**config.mk**
```make
export PLATFORM = sky130hd
export DESIGN_NAME = mem_requester
export DESIGN_NICKNAME = d
export VERILOG_FILES = /design/src/rtl/mem_requester.sv
export SDC_FILE = /design/constraint.sdc
export NUM_CORES = 1
export LEC_CHECK = 0
export CORE_MARGIN = 2
export CORE_UTILIZATION = 45
export CTS_BUF_LIST = sky130_fd_sc_hd__clkbuf_8 sky130_fd_sc_hd__clkbuf_16
export DETAILED_ROUTE_END_ITERATION = 12
export DONT_BUFFER_PORTS = 1
export PLACE_DENSITY = 0.72
export SLEW_MARGIN = 20
export SYNTH_ARGS = -nofsm -noshare
export SYNTH_HDL_FRONTEND = slang
export SYNTH_SLANG_ARGS = --single-unit
```
**constraint.sdc**
```tcl
create_clock -name i_clk -period 4.35 [get_ports i_clk]
set_clock_uncertainty 0.1 [all_clocks]
set_input_delay 0.435 -clock i_clk [delete_from_list [all_inputs] [get_ports i_clk]]
set_output_delay 0.435 -clock i_clk [all_outputs]
set_load 0.03 [all_outputs]
```
**src/rtl/mem_requester.sv**
```systemverilog
// mem_requester: initiator side of the CPU memory interface.
// Accepts one load/store from the core and runs the request handshake into
// memory. For reads it also waits for the read return, or issues an error
// response on timeout. At most one transaction is in flight, and each request
// gets exactly one response.

package cpu_pkg;
  localparam int MEMORY_ADDR_WIDTH = 16;
  localparam int MEMORY_DATA_WIDTH = 32;

  typedef logic [MEMORY_ADDR_WIDTH-1:0] memory_address_t;
  typedef logic [MEMORY_DATA_WIDTH-1:0] memory_data_t;

  typedef enum logic {
    MEM_MODE_READ  = 1'b0,
    MEM_MODE_WRITE = 1'b1
  } memory_mode_t;
endpackage

module mem_requester
  import cpu_pkg::*;
#(
  parameter int TIMEOUT_CYCLES = 16
) (
  input  logic            i_clk,
  input  logic            i_rst,
  input  logic            i_req_valid,
  output logic            o_req_ready,
  input  memory_address_t i_req_addr,
  input  memory_mode_t    i_req_mode,
  input  memory_data_t    i_req_wr_data,
  output logic            o_rsp_valid,
  output memory_data_t    o_rsp_rd_data,
  output logic            o_rsp_error,
  output logic            o_stray_rd,
  output logic            o_mem_valid,
  input  logic            i_mem_ready,
  output memory_address_t o_mem_addr,
  output memory_mode_t    o_mem_mode,
  output memory_data_t    o_mem_wr_data,
  input  logic            i_mem_rd_valid,
  input  memory_data_t    i_mem_rd_data
);

  localparam int CNT_W = $clog2(TIMEOUT_CYCLES + 1);
  localparam logic [CNT_W-1:0] CNT_LAST = CNT_W'(TIMEOUT_CYCLES - 1);

  typedef enum logic [1:0] {
    S_IDLE,
    S_REQ,
    S_WAIT_RD,
    S_RESP
  } state_t;

  state_t           state_q, state_d;
  logic [CNT_W-1:0] cnt_q, cnt_d;
  logic             capture_req;
  logic             load_rsp;
  memory_data_t     rsp_data_d;
  logic             rsp_err_d;
  logic             stray_hit;
  logic             rd_handshake;

  // A read handshake in REQ is the only REQ-cycle case where rd_valid is expected
  assign rd_handshake = (state_q == S_REQ) && i_mem_ready && (o_mem_mode == MEM_MODE_READ);

  assign o_req_ready  = (state_q == S_IDLE) && !i_rst;
  assign o_mem_valid  = (state_q == S_REQ);
  assign o_rsp_valid  = (state_q == S_RESP);

  // Next-state, counter and response-load decisions
  always_comb begin
    state_d     = state_q;
    cnt_d       = cnt_q;
    capture_req = 1'b0;
    load_rsp    = 1'b0;
    rsp_data_d  = '0;
    rsp_err_d   = 1'b0;
    stray_hit   = 1'b0;
    case (state_q)
      S_IDLE: begin
        stray_hit = i_mem_rd_valid;
        if (i_req_valid) begin
          capture_req = 1'b1;
          state_d     = S_REQ;
        end
      end
      S_REQ: begin
        stray_hit = i_mem_rd_valid && !rd_handshake;
        if (i_mem_ready) begin
          if (o_mem_mode == MEM_MODE_WRITE) begin
            load_rsp = 1'b1;
            state_d  = S_RESP;
          end else if (i_mem_rd_valid) begin
            // zero-latency memory returns data in the handshake cycle
            load_rsp   = 1'b1;
            rsp_data_d = i_mem_rd_data;
            state_d    = S_RESP;
          end else begin
            cnt_d   = '0;
            state_d = S_WAIT_RD;
          end
        end
      end
      S_WAIT_RD: begin
        if (i_mem_rd_valid) begin
          load_rsp   = 1'b1;
          rsp_data_d = i_mem_rd_data;
          state_d    = S_RESP;
        end else if (cnt_q == CNT_LAST) begin
          load_rsp  = 1'b1;
          rsp_err_d = 1'b1;
          state_d   = S_RESP;
        end else begin
          cnt_d = cnt_q + CNT_W'(1);
        end
      end
      S_RESP: begin
        stray_hit = i_mem_rd_valid;
        state_d   = S_IDLE;
      end
      default: state_d = S_IDLE;
    endcase
  end

  // State and timeout counter registers
  always_ff @(posedge i_clk) begin
    if (i_rst) begin
      state_q <= S_IDLE;
      cnt_q   <= '0;
    end else begin
      state_q <= state_d;
      cnt_q   <= cnt_d;
    end
  end

  // Memory request registers: loaded on core accept, held through REQ
  always_ff @(posedge i_clk) begin
    if (i_rst) begin
      o_mem_addr    <= '0;
      o_mem_mode    <= MEM_MODE_READ;
      o_mem_wr_data <= '0;
    end else if (capture_req) begin
      o_mem_addr    <= i_req_addr;
      o_mem_mode    <= i_req_mode;
      o_mem_wr_data <= i_req_wr_data;
    end
  end

  // Response payload: updated only when entering RESP, held until the next one
  always_ff @(posedge i_clk) begin
    if (i_rst) begin
      o_rsp_rd_data <= '0;
      o_rsp_error   <= 1'b0;
    end else if (load_rsp) begin
      o_rsp_rd_data <= rsp_data_d;
      o_rsp_error   <= rsp_err_d;
    end
  end

  // Sticky flag for read returns that arrive when none is expected
  always_ff @(posedge i_clk) begin
    if (i_rst) begin
      o_stray_rd <= 1'b0;
    end else if (stray_hit) begin
      o_stray_rd <= 1'b1;
    end
  end

endmodule

```
# Word-level counts from Yosys, hierarchy flattened
# Cells that the tools add are included.
# W data, S select, Z words.
[op_classes] bitwise_logic=1 shift=0 order_cmp=0 mul=0 n_eq_ne=11 reduce_logical=11 div_mod_pow=0 add_sub_neg=1 mux=28
[ops] operator="$mux W32" count=3
[ops] operator="$pmux W32 S2" count=1
[ops] operator="$mux W5" count=5
[ops] operator="$mux W1" count=11
[ops] operator="$ne A2 B2 Y1 const B" count=5
[ops] operator="$pmux W5 S2" count=1
[ops] operator="$mux W2" count=4
[ops] operator="$pmux W2 S4" count=1
[ops] operator="$reduce_and A6 Y1" count=1
[ops] operator="$add A5 B1 Y5 const B" count=1
[ops] operator="$eq A5 B4 Y1 const B" count=1
[ops] operator="$eq A2 B2 Y1 const B" count=2
[ops] operator="$logic_and A1 B1 Y1" count=4
[ops] operator="$pmux W1 S2" count=2
[ops] operator="$ne A3 B3 Y1 const B" count=1
[ops] operator="$reduce_and A3 Y1" count=1
[ops] operator="$eq A2 B1 Y1 const B" count=1
[ops] operator="$logic_not A1 Y1" count=2
[ops] operator="$logic_not A2 Y1" count=1
[ops] operator="$ne A2 B1 Y1 const B" count=1
[ops] operator="$reduce_bool A2 Y1" count=1
[ops] operator="$reduce_or A2 Y1" count=1
[ops] operator="$not A1 Y1" count=1
[word_totals] out_inout_bits=86 regBits=90 memories=0 latch_bits=0 romBits=0 ram_bits=0 wordCells=60

# Longest topological paths before layout
[logic_depth] depth_word=6 ltp_mapped=8 depth_no_buf=7

# Worst setup path after synthesis
# OpenSTA, ideal clock, no wires.
[synth_timing] path_kind="register to register" from="reg state_q[1]" to="reg o_rsp_rd_data[10]" slack_ps=2474 setup_ps=140 n_path_buf=1 t_arrival_ps=1635 path_stages_with_launch=7 path_cell_list="dfxtp_1 inv_1 ha_1 a32oi_1 o22ai_2 buf_2 o32ai_2"
[synth_between] elab_chain_cells=2 elab_cells_between_ends=4
[synth_rtl] element="start: declaration" line_no="55" source="state_t state_q, state_d;"
[synth_rtl] element="start signal: assignment" line_no="132" source="state_q <= state_d;"
[synth_rtl] element="$eq A2 B1 Y1 *"
[synth_rtl] element="net o_mem_valid" line_no="36" source="output logic o_mem_valid,"
[synth_rtl] element="$pmux W32 S2 or $pmux W1 S2 (tied branches)" line_no="80" source="case (state_q)"
[synth_rtl] element="end signal: assignment" line_no="156" source="o_rsp_rd_data <= rsp_data_d;"
[synth_rtl] element="end: declaration" line_no="33" source="output memory_data_t o_rsp_rd_data,"
# Mark *: on every way through the listed nets, which the timed path passes. The rest lies on a longest branch.
# A chain may end at the register's enable or synchronous reset.

# Worst setup path after layout
[layout_timing] from="reg state_q[1]" to="reg o_rsp_error"
[layout_between] elab_chain_cells=2 elab_cells_between_ends=4
[layout_rtl] element="$eq A2 B1 Y1"
[layout_rtl] element="net o_mem_valid" line_no="36"
[layout_rtl] element="$pmux W1 S2" line_no="80"
[layout_rtl] element="end signal: assignment" line_no="157" source="o_rsp_error <= rsp_err_d;"
[layout_rtl] element="end: declaration" line_no="34" source="output logic o_rsp_error,"
# The timed path passes the listed nets, and every way through them passes these cells.

==> results.ini <==
[outcome]
status=complete, no violations

[final_layout]
drive_gt1_frac=0.130
syn2layout_area_growth_pct=4.57
stdcell_area_mm2=0.00393
antenna_cells=0
fin_util=0.483
fillers=778
final_nets=504

[floorplanning]
dieArea_mm2=0.00909
initial_utilization=0.461
ios=172
die_y_um=95.3
rows=33
fp.dieW_um=95.3
core_area_mm2=0.00813

[pwr]
finalPower_mw=2.36
ir_worst_vdd_uv=243
p_per_area_mw_per_mm2=601
leakage_nw=1.47

[place]
place_area_mm2=0.00374
place_congestion=0.717
port_buffers=0
place_hpwl_um=5620

[synth]
yosys.cell_types.count=35
yosys_warnings=0
async_reset_ff_frac=0
syn_inst=431
yosysSeqAreaShare=0.480
synth_flop_cell=dfxtp_1
synth-seq-cells=90
synth-edff-count=0
syn_area_mm2=0.00375
post_synth.cell_area_avg_um2=8.71
synth_nets=524

[sta]
hold_ws_ps=42.4
slew_headroom=0.375
slew_violations=0
fmax_mhz=435
period_share=0.529
rsz0062_at_grt=false
tightestPinTransition_ps=937
finalCriticalPeriod_ps=2300
tns_ps=0
final_hold_viol_count=0
setup_viol=0

[drt]
drt_wl_total_um=8270
drc=0
drt-vias-per-instance=5.40
first_iter_violations=105
vias=2813
dr.pass1.iters=4
avgRoutedWirePerCell_um=15.9
ant_nets=0

[cts]
clk_pin_slew_ps=90
ctsHoldBuffers=0
clockBufferDepth=2
clock_latency_ps=350
cts_tree=yes
cts-resized-gates=0
cts_made_buffers=9
cts_root_buf=clkbuf_8
h-tree-depth=3
cts_sinks=90
cts_setup_buffers=0

[critical_path]
worst-path-max-fanout=33
end_kind=register
start_kind=register
crit_type=register to register
crit_arrival_ps=2460
cp.required_ps=4500

[global_routing]
grt_max_degree=93
globalRouteOverflowTotal=0
antenna_found_initial=0
grt_pass1_wl_um=12300
grt_usage=0.176
grt_pass1_vias=2691

[worst_hold_path]
hold_class=primary input to register

[run]
maxCapViolations=0

==> registers in the layout (all words and copies together) (netlist names) <==
signal	flops
o_mem_wr_data	32
o_rsp_rd_data	32
o_mem_addr	16
state_q	2
o_mem_mode	1
cnt_q	5
o_rsp_error	1
o_stray_rd	1
==> cells in the mapped netlist, types with 2 or more instances <==
cell type,instances,share of area
o21ai_0,3,0.0040
ha_1,7,0.023
a21oi_1,52,0.069
a32oi_1,2,0.0047
and3_1,2,0.0033
buf_2,9,0.012
nand2_1,136,0.14
o32ai_1,5,0.012
mux2i_1,2,0.0053
buf_6,4,0.012
o32ai_2,30,0.13
nor2_1,5,0.0050
inv_1,43,0.043
dfxtp_1,90,0.48
clkbuf_1,19,0.019
nand3_1,2,0.0027
o21a_1,2,0.0040
==> power breakdown <==
part           internal, mW  switching, mW  total, mW
Sequential            0.951          0.323       1.27
Combinational         0.190          0.377      0.567
Clock                 0.223          0.293      0.516
==> layout by cell type (no fill, tap or decap), types with 2 or more instances in the layout <==
master	n
o32ai_2	30
nand2_1	136
clkbuf_8	10
buf_4	2
nand3_1	2
ha_1	7
mux2i_1	2
clkinvlp_4	3
and3_1	2
dfxtp_1	90
inv_1	43
o32ai_1	5
o21ai_0	3
a32oi_1	2
nor2_1	5
a21oi_1	52
clkinv_4	2
o21a_1	2
or2_2	2
==> path summary, 6_finish.rpt <==
kind	from	endpoint	slack (ps)	cells past startpoint
worst min register to register	cnt_q[4]	cnt_q[4]	370	2
worst max register to register	state_q[1]	o_rsp_error	2050	7
worst max-delay path	state_q[1]	o_rsp_error	2050	7
worst min-delay path	i_rst	o_mem_wr_data[19]	40	1
==> layout make-up <==
cell class / instances / area (um^2) / area share
flip-flops and latches: 90 / 1800 / 0.459
multi-input cells: 265 / 1630 / 0.416
inverters: 43 / 161 / 0.0411
clock buffers: 10 / 138 / 0.0351
well taps: 105 / 131 / 0.0335
clock inverters: 6 / 43.8 / 0.0112
repair buffers: 2 / 15.0 / 0.00383
==> per-stage QoR <==
stage | worst slack, ps | instances
floorplan | 2470 | 431
global placement | 2140 | 505
detailed placement | 2050 | 505
CTS | 2040 | 521
global route | 1940 | 521
finish | 2050 | 521
==> routing by layer <==
layer	GRT usage	routed length (um)
met3	0.0569	730
met4	0.0894	130
met2	0.307	4130
met1	0.189	3280
met5	0	0
==> logic make-up (layout without fill, tap and decap cells) <==
kind of cell | count (synthesis) | count (layout) | synth area share
buf+inv | 76 | 61 | 0.0870
mux | 2 | 2 | 0.00533
flops | 90 | 90 | 0.480
fa+ha+maj | 7 | 7 | 0.0233
compound gates | 101 | 101 | 0.239
simple gates | 155 | 155 | 0.166
==> critical path: stages, from the launching register on <==
cell and delay, ps:
dfxtp_1 360, inv_1 110, ha_1 470, a32oi_1 230, o22ai_4 190, buf_4 450, mux2i_1 240, nor2_1 60
No activity file was read; power rests on OpenSTA's default activity.
